===== src/rtl/nibble_serial_add_ctrl.sv =====
// ============================================================================
//  Module      : nibble_serial_add_ctrl
//  Description : WIDTH-bit adder built from one shared 4-bit slice, one nibble
//                per clock (LSB first) with a valid/ready result handshake.
//  Revision    : 1.0  initial release
// ============================================================================
`default_nettype none

module four_bit_adder (
    input  logic [3:0] i_a,
    input  logic [3:0] i_b,
    input  logic       i_cin,
    output logic [3:0] o_sum,
    output logic       o_cout
);
    assign {o_cout, o_sum} = {1'b0, i_a} + {1'b0, i_b} + {4'b0000, i_cin};
endmodule

module nibble_serial_add_ctrl #(
    parameter int WIDTH = 16
) (
    input  logic             clk,
    input  logic             rst,
    input  logic             start_valid,
    output logic             start_ready,
    input  logic [WIDTH-1:0] a_in,
    input  logic [WIDTH-1:0] b_in,
    input  logic             cin_in,
    output logic             busy,
    output logic             res_valid,
    input  logic             res_ready,
    output logic [WIDTH-1:0] sum_out,
    output logic             cout_out
);
    localparam int NIB  = WIDTH / 4;
    localparam int IDXW = (NIB > 1) ? $clog2(NIB) : 1;

    localparam logic [IDXW-1:0] c_IDX_LAST = IDXW'(NIB - 1);
    localparam logic [IDXW-1:0] c_IDX_ONE  = IDXW'(1);

    typedef enum logic [1:0] {
        S_IDLE = 2'd0,
        S_CALC = 2'd1,
        S_DONE = 2'd2
    } state_t;

    state_t           r_state;
    logic [WIDTH-1:0] r_a;
    logic [WIDTH-1:0] r_b;
    logic             r_carry;
    logic [IDXW-1:0]  r_idx;
    logic [WIDTH-1:0] r_partial;
    logic [WIDTH-1:0] r_sum;
    logic             r_cout;

    logic [3:0]       w_nib_a;
    logic [3:0]       w_nib_b;
    logic [3:0]       w_nib_s;
    logic             w_c4;
    logic [WIDTH-1:0] w_partial_next;

    assign w_nib_a = r_a[{r_idx, 2'b00} +: 4];
    assign w_nib_b = r_b[{r_idx, 2'b00} +: 4];

    four_bit_adder u_slice (
        .i_a    (w_nib_a),
        .i_b    (w_nib_b),
        .i_cin  (r_carry),
        .o_sum  (w_nib_s),
        .o_cout (w_c4)
    );

    // Partial sum including the nibble being computed this cycle, so the last
    // nibble can be folded straight into sum_out on the final edge.
    always_comb begin
        w_partial_next = r_partial;
        w_partial_next[{r_idx, 2'b00} +: 4] = w_nib_s;
    end

    always_ff @(posedge clk) begin
        if (rst) begin
            r_state   <= S_IDLE;
            r_a       <= '0;
            r_b       <= '0;
            r_carry   <= 1'b0;
            r_idx     <= '0;
            r_partial <= '0;
            r_sum     <= '0;
            r_cout    <= 1'b0;
        end else begin
            case (r_state)
                S_IDLE: begin
                    if (start_valid) begin
                        r_a       <= a_in;
                        r_b       <= b_in;
                        r_carry   <= cin_in;
                        r_idx     <= '0;
                        r_partial <= '0;
                        r_state   <= S_CALC;
                    end
                end
                S_CALC: begin
                    r_partial <= w_partial_next;
                    r_carry   <= w_c4;
                    if (r_idx == c_IDX_LAST) begin
                        r_sum   <= w_partial_next;
                        r_cout  <= w_c4;
                        r_idx   <= '0;
                        r_state <= S_DONE;
                    end else begin
                        r_idx <= r_idx + c_IDX_ONE;
                    end
                end
                S_DONE: begin
                    if (res_ready) begin
                        r_state <= S_IDLE;
                    end
                end
                default: r_state <= S_IDLE;
            endcase
        end
    end

    assign start_ready = (r_state == S_IDLE);
    assign busy        = (r_state != S_IDLE);
    assign res_valid   = (r_state == S_DONE);
    assign sum_out     = r_sum;
    assign cout_out    = r_cout;

endmodule

`default_nettype wire


===== config.mk =====
export PLATFORM = sky130hd
export DESIGN_NAME = nibble_serial_add_ctrl
export DESIGN_NICKNAME = d
export VERILOG_FILES = /design/src/rtl/nibble_serial_add_ctrl.sv
export SDC_FILE = /design/constraint.sdc
export NUM_CORES = 1
export LEC_CHECK = 0
export ABC_AREA = 1
export CORE_ASPECT_RATIO = 0.8
export CORE_MARGIN = 3
export CORE_UTILIZATION = 35
export CTS_BUF_LIST = sky130_fd_sc_hd__clkbuf_8 sky130_fd_sc_hd__clkbuf_16
export DETAILED_ROUTE_END_ITERATION = 10
export PLACE_DENSITY = 0.64
export RECOVER_POWER = 25
export SETUP_SLACK_MARGIN = 0.5
export SYNTH_ARGS = -nofsm -noshare
export SYNTH_HDL_FRONTEND = slang
export SYNTH_HIERARCHICAL = 1
export SYNTH_SLANG_ARGS = --single-unit

===== constraint.sdc =====
create_clock -name clk -period 6.4 [get_ports clk]
set_input_delay 1.28 -clock clk [delete_from_list [all_inputs] [get_ports clk]]
set_output_delay 1.28 -clock clk [all_outputs]
set_load 0.01 [all_outputs]

# After elaboration in Yosys (flattened, before gate mapping)
# Cells that the tools add are included.
# totals
ff_bits	70
out_inout_bits	20
# op_classes
addsub	4
eq_ne	6
shift	4
n_mux	12
n_reduce_logical	7
# op_table
cell	count
16-bit one-hot mux with 2 select lines	1
16-bit by 5-bit variable part select with 4-bit output	2
16-bit bitwise mux	1
16-bit 2-to-1 mux	1
4-bit by 6-bit variable shift with 16-bit output, first input constant	1
4-bit by 6-bit variable part select with 16-bit output	1
2-bit 2-to-1 mux	5
4-bit negation with 6-bit output	1
2-bit one-hot mux with 3 select lines	1
2-bit AND reduction	3
4-bit by 4-bit adder with 5-bit output	1
5-bit by 1-bit adder with 5-bit output	1
2-bit equality test, second input constant	2
2-bit != test, second input constant	2
2-bit one-hot mux with 2 select lines	1
2-bit nonzero test	2
3-bit AND reduction	1
2-bit by 1-bit adder with 2-bit output, second input constant	1
2-bit by 1-bit equality test with 1-bit output, second input constant	1
2-bit zero test	1
2-bit by 1-bit != test with 1-bit output, second input constant	1
1-bit one-hot mux with 2 select lines	1
1-bit 2-to-1 mux	1

# Depth between registers and ports, before layout
# logic_depth
depth_word	6
ltp_mapped	16
ltp_nobuf	14

# Cells and area by module
# The synthesis kept the hierarchy.
# modules_own_cells
module	instances	cells_each	area_each_um2	seq_area_each_um2
nibble_serial_add_ctrl	1	456	3201.8	1401.3
four_bit_adder	1	25	165.2	0.0

# Worst setup path after synthesis
# Ideal clock, no wire load.
# synth_timing
kind	register to register
startpoint	register r_idx[0]
endpoint	register r_partial[5]
arrival_ns	2.402
required_time_ns	6.330
setup_slack_ns	3.928
stages_incl_launch_ff	16
path_cell_list	dfxtp_1 > inv_1 > buf_2 > buf_2 > nor2_1 > o22ai_1 > fa_1 > inv_1 > fa_1 > inv_1 > nand2_1 > nor2_1 > nand2_1 > nand2_1 > nand2_1 > a21oi_1
# synth_via
elab_chain_cells	6
word_cells_on_any_way	9
cone_classes	add/sub: 3; shift: 4; mux: 2
# synth_rtl
item	line	rtl
start, declared	51	logic [IDXW-1:0] r_idx;
start signal, assigned	111	r_idx <= r_idx + c_IDX_ONE;
16-bit by 5-bit variable part select with 4-bit output	62	assign w_nib_a = r_a[{r_idx, 2'b00} +: 4];
net w_nib_a[0]	56	logic [3:0] w_nib_a;
4-bit by 4-bit adder with 5-bit output	16	assign {o_cout, o_sum} = {1'b0, i_a} + {1'b0, i_b} + {4'b0000, i_cin};
5-bit by 1-bit adder with 5-bit output	16	
net w_nib_s[1]	58	logic [3:0] w_nib_s;
4-bit by 6-bit variable part select with 16-bit output	77	w_partial_next[{r_idx, 2'b00} +: 4] = w_nib_s;
16-bit bitwise mux	77	
16-bit one-hot mux with 2 select lines	91	case (r_state)
end signal, assigned	103	r_partial <= w_partial_next;
end, declared	52	logic [WIDTH-1:0] r_partial;
# The timed path passes the listed nets, and every way through them passes these cells.
# A chain may end at the register's enable or synchronous reset.

==> key figures <==
Routing
  – Top Layer Used: met4
  – WL met2: around 3.2 mm
  – Routed wl met3: 412 um
  – Final wirelength: slightly below 8 mm
  – Drt pass-1 iters: 4
  – Antenna-violating nets left: 0
  – DRC Markers: 0
  – DR WL/cell: 12.17 um
  – WL met1: slightly above 4 mm
  – Vias per Instance: between 4 and 5
  – Drt initial violations: roughly 130
  – Via count: approximately 3000

Final layout
  – Fillers: roughly 950
  – Layout area overhead: 24.38%
  – Final non-filler cell area: about 4200 um^2
  – Fin nets: about 570
  – Fin util: 45.56%
  – Final std cells w/o fill: about 640
  – # diodes: 0
  – Layout cells sized above 1: under 10%

Clocking
  – TritonCTS Buffers: 9
  – CTS resizes: 0
  – Number of post-CTS setup repair buffers: 0
  – TritonCTS clock tree: built
  – Max Root-Sink Buffers: 2
  – Max H-tree Level: 3
  – Worst-path clk slew: 0.05 ns
  – # clock sinks: 70
  – Clock Latency Late Sink: about 0.33 ns
  – CTS Root Cell: clkbuf_16
  – Hold_buf cts: 0

Floorplanning
  – IO Pins: 57
  – Die W: 115.7 um
  – Die H: approximately 94 um
  – Core area: 9193 um^2
  – Core Rows: 31
  – Die ar.: 10840 um^2
  – Initial Utilization: around 37%

Yosys
  – Synth Net Count: 529
  – Post-Syn Area: 3367 um^2
  – Seq cells post-synth: 70
  – Avg Cell Area, Syn: approximately 7 um^2
  – Unique masters post-synth: 26
  – YS warnings: 6
  – Syn Inst Count: between 400 and 500
  – Seq/Total Area, Yosys: a little over two fifths

Placed design
  – DP HPWL: roughly 5.6 mm
  – # placed instances: approximately 630
  – Pre-CTS setup slack: just under 3 ns
  – Placed instance area: between 3000 and 4000 um^2
  – Routability cong.: ~0.86
  – I/O Buffers: 56

Power and ir drop
  – Peak supply drop: approximately 0.00013 V
  – Power Total: around 1.1 mW
  – Pwr Density: approximately 260 nW/um^2
  – Leakage power total: approximately 1.9 nW

STA
  – Max-slew violation count: 38
  – Fmax: around 230 MHz
  – Worst hold margin: 0.4646 ns
  – Slew headroom: -31.93%
  – Worst-Margin Slew: 1.979 ns
  – Final Skew: 0.004605 ns
  – Fin Setup TNS: 0 ns
  – Tmin final: approximately 4.4 ns
  – Final hold vios: 0
  – RSZ-0062 raised after global routing: no
  – Tcrit/Tclk final: between 60% and 70%
  – Final WS setup: approximately 2.0 ns
  – # setup viols final: 0

Worst setup path
  – CP Data Required Time: 6.62 ns
  – Setup CP Type: in2reg
  – Slowest stage delay, CP: about 1.4 ns
  – Setup crit start kind: primary input
  – WP data arrival: between 4 and 5 ns
  – CP max stage cell: clkbuf_1
  – Setup crit end kind: flop
  – Crit path max fanout: 37
  – Crit-path cells: dlygate4sd3_1 -> clkbuf_1 -> inv_1 -> o21ai_0 -> nor2_1

Global routing
  – Initial antenna violation count: 0
  – Vias in the first global route: about 3000
  – First-pass GRT wire length: ~13 mm
  – Largest net degree at the start of global routing: 38
  – Global route overflow: 0
  – Overall Global Routing Usage: roughly 16%

Status
  – Status: finished with violations
  – Failing checks: max-capacitance violations, max-slew violations

Min path
  – Hold WC Path Type: reg2reg

Job
  – Max-Cap Viols: 1
-- cell type report --
class	instances	area, um^2	area share, %
Inverter	57	214.0	5.109
Multi-Input combinational cell	329	1597	38.12
Tap cell	115	143.9	3.436
Timing Repair Buffer	57	564.3	13.47
Sequential cell	70	1401	33.46
Clock buffer	10	239.0	5.707
Clock inverter	6	28.78	0.6872
-- Yosys cell counts, drive strengths merged --
master	number	area, um^2
a31oi	1	6.260
a21oi	37	230.2
clkbuf	5	18.77
nand3	8	40.04
fa	2	40.04
buf	20	133.9
dfxtp	70	1401
nor2	98	370.4
xnor2	1	8.760
nand2	93	361.6
nand4	4	25.02
o22ai	8	50.05
o21ai	67	346.6
ha	9	112.6
inv	57	214.0
o21a	1	7.510
-- logic make-up after synthesis --
group	count (synthesis)	synth area share, %
AOI/OAI and AO/OA	114	19.03
xor gates and xnor gates	1	0.2602
adders and majority gates	11	4.534
buffers and inverters	82	10.89
DFF	70	41.62
and+or+nand+nor	203	23.67
-- path summary, 6_finish.rpt --
kind	start	slack, ns	depth (start not counted)	to
worst max-delay path	rst	2.02	5	r_b[3]
worst min-delay path	r_partial[7]	0.46	2	r_partial[7]
worst max register to register	r_idx[0]	2.91	13	r_partial[5]
worst min register to register	r_partial[7]	0.46	2	r_partial[7]
-- layer usage --
metal / up-vias / track usage (%)
met4: 0 / 6.184
met2: 69 / 22.59
met5: - / 0
met3: 10 / 4.894
li1: 1608 / -
met1: 1353 / 21.39
-- critical path: cells and delay by family --
kind                   cells  cell delay (ns)
buffers and inverters      3             2.89
AO/OA/AOI/OAI              1             0.33
AND/OR/NAND/NOR            1             0.06
-- cells in the final DEF (no fill, tap or decap), types with 2 or more instances in the layout --
cell / count
a21oi_2: 12
nor2_1: 98
dfxtp_1: 70
nand4_1: 4
o21ai_1: 17
o22ai_1: 8
clkinv_2: 5
nand3_1: 8
nand2_2: 2
fa_1: 2
clkdlybuf4s50_1: 38
clkbuf_16: 9
dlygate4sd3_1: 18
a21oi_1: 25
o21ai_0: 49
inv_1: 55
ha_1: 9
nand2_1: 90
inv_2: 3
-- state kept, by name, indices dropped and copies added (netlist names) --
signal and cells:
cout_out 1, r_a 16, r_b 16, r_carry 1, r_idx 2, r_partial 16, r_state 2, sum_out 16
-- power breakdown --
| group | switching [mW] | internal [mW] |
|---|---|---|
| Sequential | 0.0171 | 0.457 |
| Clock | 0.173 | 0.267 |
| Combinational | 0.104 | 0.0698 |
Note: power is estimated with default switching activity, not from simulation.
